$ cat config.mk
export PLATFORM = sky130hd
export DESIGN_NAME = vec_rf_wb_queue_flat
export DESIGN_NICKNAME = d
export VERILOG_FILES = /design/src/rtl/vec_rf_wb_queue_if.sv /design/src/rtl/vec_rf_wb_queue.sv /design/src/flat_wrapper.sv
export SDC_FILE = /design/constraint.sdc
export NUM_CORES = 1
export LEC_CHECK = 0
export ABC_CLOCK_PERIOD_IN_PS = 6000
export BUFFER_PORTS_ARGS = -buffer_cell sky130_fd_sc_hd__buf_2
export CORE_AREA = 2 2 205 207
export DETAILED_ROUTE_END_ITERATION = 16
export DIE_AREA = 0 0 207 209
export PLACE_DENSITY = 0.8
export SLEW_MARGIN = 30
export SYNTH_ARGS = -nofsm -noshare
export SYNTH_HDL_FRONTEND = slang
export SYNTH_SLANG_ARGS = --single-unit
$ cat constraint.sdc
create_clock -name clk -period 6 [get_ports clk]
set_input_delay 1.2 -clock clk [delete_from_list [all_inputs] [get_ports clk]]
set_output_delay 1.2 -clock clk [all_outputs]
set_load 0.05 [all_outputs]
$ cat src/rtl/vec_rf_wb_queue_if.sv
// Bundle of the write-back, operand-read and regfile-port signals around
// vec_rf_wb_queue. The slave modport is the queue itself; the master modport
// is everything around it (ALU write-back, operand fetch and vec_regfile).
interface vec_rf_wb_queue_if #(
  parameter int DATA_WIDTH = 128,
  parameter int ADDR_WIDTH = 5
);
  logic                  wb_valid;
  logic                  wb_ready;
  logic [ADDR_WIDTH-1:0] wb_addr;
  logic [DATA_WIDTH-1:0] wb_data;
  logic                  rd_valid;
  logic                  rd_ready;
  logic [ADDR_WIDTH-1:0] rd_addr;
  logic                  rd_resp_valid;
  logic [DATA_WIDTH-1:0] rd_resp_data;
  logic                  rf_en;
  logic                  rf_rw;
  logic [ADDR_WIDTH-1:0] rf_addr;
  logic [DATA_WIDTH-1:0] rf_data_in;
  logic [DATA_WIDTH-1:0] rf_data_out;

  modport master (
    output wb_valid, wb_addr, wb_data, rd_valid, rd_addr, rf_data_out,
    input  wb_ready, rd_ready, rd_resp_valid, rd_resp_data,
    input  rf_en, rf_rw, rf_addr, rf_data_in
  );

  modport slave (
    input  wb_valid, wb_addr, wb_data, rd_valid, rd_addr, rf_data_out,
    output wb_ready, rd_ready, rd_resp_valid, rd_resp_data,
    output rf_en, rf_rw, rf_addr, rf_data_in
  );
endinterface

$ cat src/rtl/vec_rf_wb_queue.sv
// Write-back queue and access arbiter in front of the single-port vector
// register file. ALU write-backs are buffered in a circular FIFO; operand
// reads compete with the queue head for the one regfile op per cycle.
// A read that hits a queued write is either stalled until the queue has
// drained past it (default build) or served from the youngest matching
// entry when the macro VEC_WBQ_FWD_EN is defined.
module vec_rf_wb_queue #(
  parameter int DATA_WIDTH = 128,
  parameter int ADDR_WIDTH = 5,
  parameter int DEPTH      = 4
) (
  input logic              clk,
  input logic              rst_n,
  vec_rf_wb_queue_if.slave bus
);

  localparam int PTR_W = (DEPTH > 1) ? $clog2(DEPTH) : 1;
  localparam int CNT_W = PTR_W + 1;
  localparam logic [CNT_W-1:0] FULL_CNT = CNT_W'(DEPTH);

  // Queue storage (data path only, no reset needed: validity comes from count)
  logic [ADDR_WIDTH-1:0] q_addr_r [DEPTH];
  logic [DATA_WIDTH-1:0] q_data_r [DEPTH];

  logic [PTR_W-1:0] wr_ptr_r;
  logic [PTR_W-1:0] rd_ptr_r;
  logic [CNT_W-1:0] count_r;

  logic rd_resp_valid_r;

  logic full_s;
  logic empty_s;
  logic hit_s;
  logic rd_ready_s;
  logic rd_fire_s;
  logic fwd_s;
  logic rd_to_rf_s;
  logic drain_s;
  logic push_s;

`ifdef VEC_WBQ_FWD_EN
  logic [DATA_WIDTH-1:0] hit_data_s;
  logic [DATA_WIDTH-1:0] fwd_data_r;
  logic                  fwd_sel_r;
`endif

  assign full_s  = (count_r == FULL_CNT);
  assign empty_s = (count_r == {CNT_W{1'b0}});

  // Scan valid entries head-to-tail; the last match seen is the youngest
  always_comb begin
    logic [PTR_W-1:0] slot_s;
    logic             m_s;
    hit_s  = 1'b0;
    slot_s = {PTR_W{1'b0}};
    m_s    = 1'b0;
`ifdef VEC_WBQ_FWD_EN
    hit_data_s = {DATA_WIDTH{1'b0}};
`endif
    for (int i = 0; i < DEPTH; i++) begin
      slot_s = rd_ptr_r + PTR_W'(i);
      m_s    = (CNT_W'(i) < count_r) && (q_addr_r[slot_s] == bus.rd_addr);
      hit_s  = hit_s | m_s;
`ifdef VEC_WBQ_FWD_EN
      hit_data_s = m_s ? q_data_r[slot_s] : hit_data_s;
`endif
    end
  end

  // Arbitration: full queue forces a drain, else an accepted read wins the
  // port unless it is forwarded, else a non-empty queue drains its head
  always_comb begin
`ifdef VEC_WBQ_FWD_EN
    rd_ready_s = !full_s;
`else
    rd_ready_s = !full_s && !hit_s;
`endif
    rd_fire_s = bus.rd_valid && rd_ready_s;
`ifdef VEC_WBQ_FWD_EN
    fwd_s = rd_fire_s && hit_s;
`else
    fwd_s = 1'b0;
`endif
    rd_to_rf_s = rd_fire_s && !fwd_s;
    drain_s    = !empty_s && !rd_to_rf_s;
    push_s     = bus.wb_valid && !full_s;
  end

  // Regfile port drive; enable is held off while reset is asserted
  always_comb begin
    bus.rf_en = rst_n && (rd_to_rf_s || drain_s);
    if (drain_s) begin
      bus.rf_rw      = 1'b1;
      bus.rf_addr    = q_addr_r[rd_ptr_r];
      bus.rf_data_in = q_data_r[rd_ptr_r];
    end else begin
      bus.rf_rw      = 1'b0;
      bus.rf_addr    = bus.rd_addr;
      bus.rf_data_in = {DATA_WIDTH{1'b0}};
    end
  end

  assign bus.wb_ready      = !full_s;
  assign bus.rd_ready      = rd_ready_s;
  assign bus.rd_resp_valid = rd_resp_valid_r;

  // FIFO pointers and occupancy; push is already blocked when full
  always_ff @(posedge clk or negedge rst_n) begin
    if (!rst_n) begin
      wr_ptr_r <= {PTR_W{1'b0}};
      rd_ptr_r <= {PTR_W{1'b0}};
      count_r  <= {CNT_W{1'b0}};
    end else begin
      if (push_s) begin
        wr_ptr_r <= wr_ptr_r + PTR_W'(1);
      end else begin
        wr_ptr_r <= wr_ptr_r;
      end
      if (drain_s) begin
        rd_ptr_r <= rd_ptr_r + PTR_W'(1);
      end else begin
        rd_ptr_r <= rd_ptr_r;
      end
      case ({push_s, drain_s})
        2'b10:   count_r <= count_r + CNT_W'(1);
        2'b01:   count_r <= count_r - CNT_W'(1);
        default: count_r <= count_r;
      endcase
    end
  end

  // Queue entry write on push
  always_ff @(posedge clk) begin
    if (push_s) begin
      q_addr_r[wr_ptr_r] <= bus.wb_addr;
      q_data_r[wr_ptr_r] <= bus.wb_data;
    end else begin
      q_addr_r[wr_ptr_r] <= q_addr_r[wr_ptr_r];
      q_data_r[wr_ptr_r] <= q_data_r[wr_ptr_r];
    end
  end

  // Response valid follows read acceptance by one cycle
  always_ff @(posedge clk or negedge rst_n) begin
    if (!rst_n) begin
      rd_resp_valid_r <= 1'b0;
    end else begin
      rd_resp_valid_r <= rd_fire_s;
    end
  end

`ifdef VEC_WBQ_FWD_EN
  // Capture forwarded data in the accept cycle so later queue changes cannot alter it
  always_ff @(posedge clk or negedge rst_n) begin
    if (!rst_n) begin
      fwd_sel_r  <= 1'b0;
      fwd_data_r <= {DATA_WIDTH{1'b0}};
    end else begin
      fwd_sel_r <= fwd_s;
      if (fwd_s) begin
        fwd_data_r <= hit_data_s;
      end else begin
        fwd_data_r <= fwd_data_r;
      end
    end
  end

  // Response data: forwarded entry or regfile output, zero when idle
  always_comb begin
    if (!rd_resp_valid_r) begin
      bus.rd_resp_data = {DATA_WIDTH{1'b0}};
    end else if (fwd_sel_r) begin
      bus.rd_resp_data = fwd_data_r;
    end else begin
      bus.rd_resp_data = bus.rf_data_out;
    end
  end
`else
  // Response data: regfile output, zero when idle
  always_comb begin
    if (rd_resp_valid_r) begin
      bus.rd_resp_data = bus.rf_data_out;
    end else begin
      bus.rd_resp_data = {DATA_WIDTH{1'b0}};
    end
  end
`endif

endmodule
$ cat src/flat_wrapper.sv
// flat-port wrapper written by rule: the top's interface ports become plain ports
module vec_rf_wb_queue_flat 
#(
  parameter int DATA_WIDTH = 128,
  parameter int ADDR_WIDTH = 5,
  parameter int DEPTH      = 4
)
  (clk, rst_n, bus_wb_valid, bus_wb_addr, bus_wb_data, bus_rd_valid, bus_rd_addr, bus_rf_data_out, bus_wb_ready, bus_rd_ready, bus_rd_resp_valid, bus_rd_resp_data, bus_rf_en, bus_rf_rw, bus_rf_addr, bus_rf_data_in);
  vec_rf_wb_queue_if #(.DATA_WIDTH(DATA_WIDTH), .ADDR_WIDTH(ADDR_WIDTH)) bus_i ();
  input logic clk;
  input logic rst_n;
  input wire logic [$bits(bus_i.wb_valid)-1:0] bus_wb_valid;
  input wire logic [$bits(bus_i.wb_addr)-1:0] bus_wb_addr;
  input wire logic [$bits(bus_i.wb_data)-1:0] bus_wb_data;
  input wire logic [$bits(bus_i.rd_valid)-1:0] bus_rd_valid;
  input wire logic [$bits(bus_i.rd_addr)-1:0] bus_rd_addr;
  input wire logic [$bits(bus_i.rf_data_out)-1:0] bus_rf_data_out;
  output wire logic [$bits(bus_i.wb_ready)-1:0] bus_wb_ready;
  output wire logic [$bits(bus_i.rd_ready)-1:0] bus_rd_ready;
  output wire logic [$bits(bus_i.rd_resp_valid)-1:0] bus_rd_resp_valid;
  output wire logic [$bits(bus_i.rd_resp_data)-1:0] bus_rd_resp_data;
  output wire logic [$bits(bus_i.rf_en)-1:0] bus_rf_en;
  output wire logic [$bits(bus_i.rf_rw)-1:0] bus_rf_rw;
  output wire logic [$bits(bus_i.rf_addr)-1:0] bus_rf_addr;
  output wire logic [$bits(bus_i.rf_data_in)-1:0] bus_rf_data_in;
  assign bus_i.wb_valid = bus_wb_valid;
  assign bus_i.wb_addr = bus_wb_addr;
  assign bus_i.wb_data = bus_wb_data;
  assign bus_i.rd_valid = bus_rd_valid;
  assign bus_i.rd_addr = bus_rd_addr;
  assign bus_i.rf_data_out = bus_rf_data_out;
  assign bus_wb_ready = bus_i.wb_ready;
  assign bus_rd_ready = bus_i.rd_ready;
  assign bus_rd_resp_valid = bus_i.rd_resp_valid;
  assign bus_rd_resp_data = bus_i.rd_resp_data;
  assign bus_rf_en = bus_i.rf_en;
  assign bus_rf_rw = bus_i.rf_rw;
  assign bus_rf_addr = bus_i.rf_addr;
  assign bus_rf_data_in = bus_i.rf_data_in;
  vec_rf_wb_queue #(.DATA_WIDTH(DATA_WIDTH), .ADDR_WIDTH(ADDR_WIDTH), .DEPTH(DEPTH)) u_core (.clk(clk), .rst_n(rst_n), .bus(bus_i));
endmodule
* Word-level counts from Yosys, hierarchy flattened
Memory sizes are Yosys's and may differ from the RTL's.
Cells that the tools add are included.
** Cells by class
- $add $sub $neg :: 6
- Order comparisons :: 4
- Equal/unequal tests :: 8
- Mux-type cells :: 10
- Bitwise gates (word level) :: 5
- Reduce and logical (&&, ||, !) cells :: 17
** Operators with widths (count)
- $mux W128 :: 3
- $eq A5 B5 Y1 :: 4
- $mux W5 :: 2
- $logic_and A1 B1 Y1 :: 9
- $lt A1 B3 Y1 const A :: 2
- $lt A2 B3 Y1 const A :: 2
- $pmux W3 S2 :: 1
- $or A1 B1 Y1 :: 5
- $add A2 B1 Y2 const B :: 2
- $add A2 B2 Y2 const B :: 2
- $logic_not A1 Y1 :: 4
- $mux W1 :: 4
- $add A3 B1 Y3 const B :: 1
- $eq A3 B3 Y1 const B :: 1
- $logic_not A3 Y1 :: 1
- $sub A3 B1 Y3 const B :: 1
- $eq A2 B1 Y1 const B :: 1
- $eq A2 B2 Y1 const B :: 1
- $reduce_and A2 Y1 :: 1
- $reduce_bool A2 Y1 :: 1
- $logic_or A1 B1 Y1 :: 1
- $ne A0 B0 Y1 :: 1
** Storage, ports and cells
- Flip-flop bits (word level) :: 8
- RAM bits :: 532
- Input port bits :: 270
- Output and inout port bits :: 266
- Word-level logic and storage cells :: 56
- Memories :: 2
** Memories
- u_core.q_data_r :: words 4, width 128, rd ports 1, clocked after Yosys merged registers in 0, write ports 1, line vec_rf_wb_queue.sv:23 : logic [DATA_WIDTH-1:0] q_data_r [DEPTH];
- u_core.q_addr_r :: words 4, width 5, rd ports 4, clocked after Yosys merged registers in 0, write ports 1, line vec_rf_wb_queue.sv:22 : logic [ADDR_WIDTH-1:0] q_addr_r [DEPTH];

* Depth between registers and ports, before layout
An unclocked memory read counts as a cell.
- Depth after elaboration :: 14
- Depth in mapped cells :: 16
- Gate-level depth less buffers :: 12

* Least setup slack after synthesis
No wires, ideal clock.
- Path type :: reg2reg
- From :: reg u_core.count_r[0]
- To :: mem u_core.q_addr_r[0][0], enable pin
- Setup time :: 0.509 ns
- Data arrival time :: 4.357 ns
- Required time :: 5.491 ns
- Setup slack :: 1.134 ns
- Cell stages (with the launch flop) :: 5
- Path buffers :: 0
- Period minus slack after synthesis :: 4.866 ns
- Cells stage by stage :: dfrtp_1 > inv_1 > ha_1 > nand2_1 > and3_1
** On the way
- Longest elaborated chain between the ends :: 6
- Elaborated cells between the ends (all ways) :: 8
** Ends and longest elaborated chain
- start, declared :: line vec_rf_wb_queue.sv:27 : logic [CNT_W-1:0] count_r;
- start signal, assigned :: line vec_rf_wb_queue.sv:112 : count_r <= {CNT_W{1'b0}};
- start signal, assigned :: line vec_rf_wb_queue.sv:125 : 2'b10: count_r <= count_r + CNT_W'(1);
- start signal, assigned :: line vec_rf_wb_queue.sv:126 : 2'b01: count_r <= count_r - CNT_W'(1);
- $eq A3 B3 Y1 (*) :: line vec_rf_wb_queue.sv:47 : assign full_s = (count_r == FULL_CNT);
- $logic_not A1 Y1 (*)
- named net bus_wb_ready :: line flat_wrapper.sv:18 : output wire logic [$bits(bus_i.wb_ready)-1:0] bus_wb_ready;
- $logic_and A1 B1 Y1 (*) :: line vec_rf_wb_queue.sv:86 : push_s = bus.wb_valid && !full_s;
- $mux W1 (on tied branches) :: line vec_rf_wb_queue.sv:134, vec_rf_wb_queue.sv:138
- $mux W1 (implied by the code) or $reduce_and A2 Y1 (tied branches)
- $or A1 B1 Y1 (no line) (*)
- end, declared :: line vec_rf_wb_queue.sv:22
Mark *: on every way through the listed nets, which the timed path passes. The rest lies on a longest branch.

* Worst setup path in the final report
- From :: reg u_core.rd_ptr_r[1]
- To :: out bus_rf_data_in[62]
** On the way
- Longest elaborated chain between the ends :: 13
- Elaborated cells between the ends (all ways) :: 22
** Ends and longest elaborated chain
- start, declared :: line vec_rf_wb_queue.sv:26 : logic [PTR_W-1:0] rd_ptr_r;
- start signal, assigned :: line vec_rf_wb_queue.sv:111 : rd_ptr_r <= {PTR_W{1'b0}};
- start signal, assigned :: line vec_rf_wb_queue.sv:120 : rd_ptr_r <= rd_ptr_r + PTR_W'(1);
- start signal, assigned :: line vec_rf_wb_queue.sv:122 : rd_ptr_r <= rd_ptr_r;
- $add A2 B1 Y2 :: line vec_rf_wb_queue.sv:61 : slot_s = rd_ptr_r + PTR_W'(i);
- $mem_v2 Z4 W5
- $eq A5 B5 Y1 :: line vec_rf_wb_queue.sv:62 : m_s = (CNT_W'(i) < count_r) && (q_addr_r[slot_s] == bus.rd_addr);
- $logic_and A1 B1 Y1 :: line vec_rf_wb_queue.sv:62
- $or A1 B1 Y1 (3 in a row) :: line vec_rf_wb_queue.sv:63 : hit_s = hit_s | m_s;
- $logic_not A1 Y1 :: line vec_rf_wb_queue.sv:76 : rd_ready_s = !full_s && !hit_s;
- $logic_and A1 B1 Y1 :: line vec_rf_wb_queue.sv:76
- $logic_and A1 B1 Y1 :: line vec_rf_wb_queue.sv:78 : rd_fire_s = bus.rd_valid && rd_ready_s;
- $logic_not A1 Y1 :: line vec_rf_wb_queue.sv:85 : drain_s = !empty_s && !rd_to_rf_s;
- $logic_and A1 B1 Y1 :: line vec_rf_wb_queue.sv:85
- $mux W128 (*) :: line vec_rf_wb_queue.sv:92 : if (drain_s) begin
- end, declared :: line flat_wrapper.sv:25 : output wire logic [$bits(bus_i.rf_data_in)-1:0] bus_rf_data_in;
Every way passes the cells marked *; elsewhere a longest branch is shown, timed or not.

==> metrics.yaml <==
area_growth_pct: 22.5
grt_max_degree: 130
syn_inst: 1107
finalCritPeriodShare: 0.835
ir_worst_vdd_uv: 695
yosys_warnings: 0
synth_edf_count: 532
powerDensity_nw_per_um2: 594
ys_top_cells_by_area: "edfxtp_1 73%, mux4_2 13%, and2_1 3.7%, nor2b_1 3.6%, mux2i_1 1.2%"
post_cts_buffers: 0
mostFrequentLayoutCells: "535 x buf_2, 532 x edfxtp_1, 129 x and2_1, 129 x mux4_2, 128 x nor2b_1"
end_kind: "primary output"
internal_power_w: 0.00902
leakage_nw: 10.1
synthFlopType: "edfxtp_1"
status: "finished clean"
timing.rr.end: "u_core.count_r[2]"
worstMarginPinSlew_ps: 901
clk_latency_ps: 570
synth_cell_types: 40
reg2reg_depth: 12
critical_path.max_fanout: 81
yosys.area.top_type: "edfxtp_1"
start_util: 0.533
netlist_area_sq_um: 22000
die_x_um: 207
layout.nets: 1920
cts_tree: "yes"
drive_gt1_frac: 0.459
critPathKind: "flip-flop to primary output"
p_clk_frac: 0.199
hold_class: "primary input to asynchronous set/reset pin"
fp.dieH_um: 209
crit_required_ps: 4800
comb_power_share: 0.468
row_count: 75
seq_power_share: 0.333
period_minus_slack_ps: 5010
grt_antenna_before_repair: 58
via_per_inst: 5.71
whs_ps: 500
routabilityCongestion: 0.973
slew_viol_final: 0
grt_pass1_vias: 12800
cts_root_buf: "clkbuf_16"
clkSlewWorstSetupHoldPaths_ps: 70
core_area_sq_um: 41300
cts_sinks: 540
final_common_cell: "buf_2"
drtIter0Drc: 1362
wl_per_cell_um: 29.3
cts_buffers: 51
dieArea_sq_um: 43300
hold_viol: 0
synthArstFlopShare: 0.0148
ys_ff_latch: 540
dp_hpwl_mm: 47.0
start_kind: "flip-flop"
finalClockSkew_ps: 23.4
grt_pass1_wl_mm: 91.1
syn_nets: 1386
portBuffers: 535
hold_buffers: 0
grt.total_usage: 0.298
power_switching_w: 0.00699
wl_mm: 65.8
setup_tns_ps: 0
first_pass_iters: 5
worstPathArrival_ps: 3810
setup_viol: 0
reg2reg_from: "u_core.rd_ptr_r[1]"
cap_violations: 0
reg2reg_slack_ps: 2200
max_freq_mhz: 200
drcViolationCount: 0
swShare: 0.437
clk_path_buf_depth: 3
postCtsResizedCells: 0
yosys.area.top_type_share: 0.726
io_pins: 536
drtAntennaViolNets: 0
rsz0062_at_grt: "false"
htreeDepth: 2
vias: 12800
slew_headroom: 0.399
syn_avg_cell_area_sq_um: 19.9
fillers: 2830
yosysSeqAreaShare: 0.735
grt_overflow: 0
## routing by layer
layer  global-route usage  vias to the layer above  wire length (um)
li1                     -                     5409                 -
met1                0.370                     6479             23500
met2                0.494                      705             33100
met3               0.0803                      184              5750
met4                0.138                       28              3280
met5                    0                        -               172
## logic make-up after synthesis
family          synth area share
mux                        0.148
flops                      0.735
simple gates              0.0801
fa+ha+maj                0.00512
xor+xnor                  0.0119
compound gates           0.00455
buf+inv                   0.0160
## registers in the layout (all words and copies together), names as in the netlist
name / count
u_core.bus.rd_resp_valid: 1
u_core.wr_ptr_r: 2
u_core.count_r: 3
u_core.q_data_r: 512
u_core.rd_ptr_r: 2
u_core.q_addr_r: 20
## per-stage QoR
stage	util	instances	total power [W]	cell area (sq um)	setup slack, ps
after detailed placement	0.611	2127	0.0129	25200	1420
after CTS	0.652	2220	0.0161	26900	946
after floorplan	-	1107	0.0111	22000	1130
after global placement	0.611	2127	0.0128	25200	1450
after global routing	0.652	2231	0.0165	26900	760
final	0.653	2243	0.0160	27000	992
## cells in the mapped netlist (3+ instances only)
cell type,number
edfxtp_1,532
and2_1,129
mux4_2,129
nor2b_1,128
clkbuf_1,49
mux2i_1,27
xnor2_1,21
buf_6,9
ha_1,9
dfrtp_1,8
xor2_1,7
inv_1,6
buf_2,5
mux2_4,5
and3_1,4
nand2_1,4
nor2_1,4
o21ai_0,3
## worst max-delay path, cell delays in order (launching register included)
cell and delay, ps:
dfrtp_4 850, mux2i_1 320, xor2_1 160, nand4_1 170
or4_4 550, nand4_2 160, o21ai_4 90, buf_12 220
nor2b_1 260, buf_2 300
## how the worst max path moves through the flow
stage / start / to / slack, ps
global placement: bus_rd_addr[4] / bus_rf_data_in[62] / 1450
finish: u_core.rd_ptr_r[1] / bus_rf_data_in[62] / 990
detailed placement: bus_rd_addr[4] / bus_rf_data_in[62] / 1420
global route: u_core.rd_ptr_r[0] / bus_rf_data_in[76] / 760
CTS: u_core.rd_ptr_r[0] / bus_rf_data_in[35] / 950
floorplan: u_core.count_r[0] / u_core.q_addr_r[0][0] / 1130
## power by group through the flow
stage               clock network, W  registers (W)  logic, W
global placement                   0        0.00533   0.00749
floorplan                          0        0.00526   0.00579
global route                 0.00336        0.00539   0.00779
finish                       0.00319        0.00533   0.00749
detailed placement                 0        0.00539   0.00749
CTS                          0.00322        0.00532   0.00754
## cell type report
class	count	area [sq um]	area share
timing repair buffer	547	2840	0.105
clock inverter	30	310	0.0115
inverter	7	26.3	0.000974
clock buffer	63	1360	0.0506
antenna	23	57.6	0.00213
sequential	540	16200	0.600
tap	539	674	0.0250
multi-input combinational	494	5510	0.204
No activity file was read; power rests on OpenSTA's default activity.
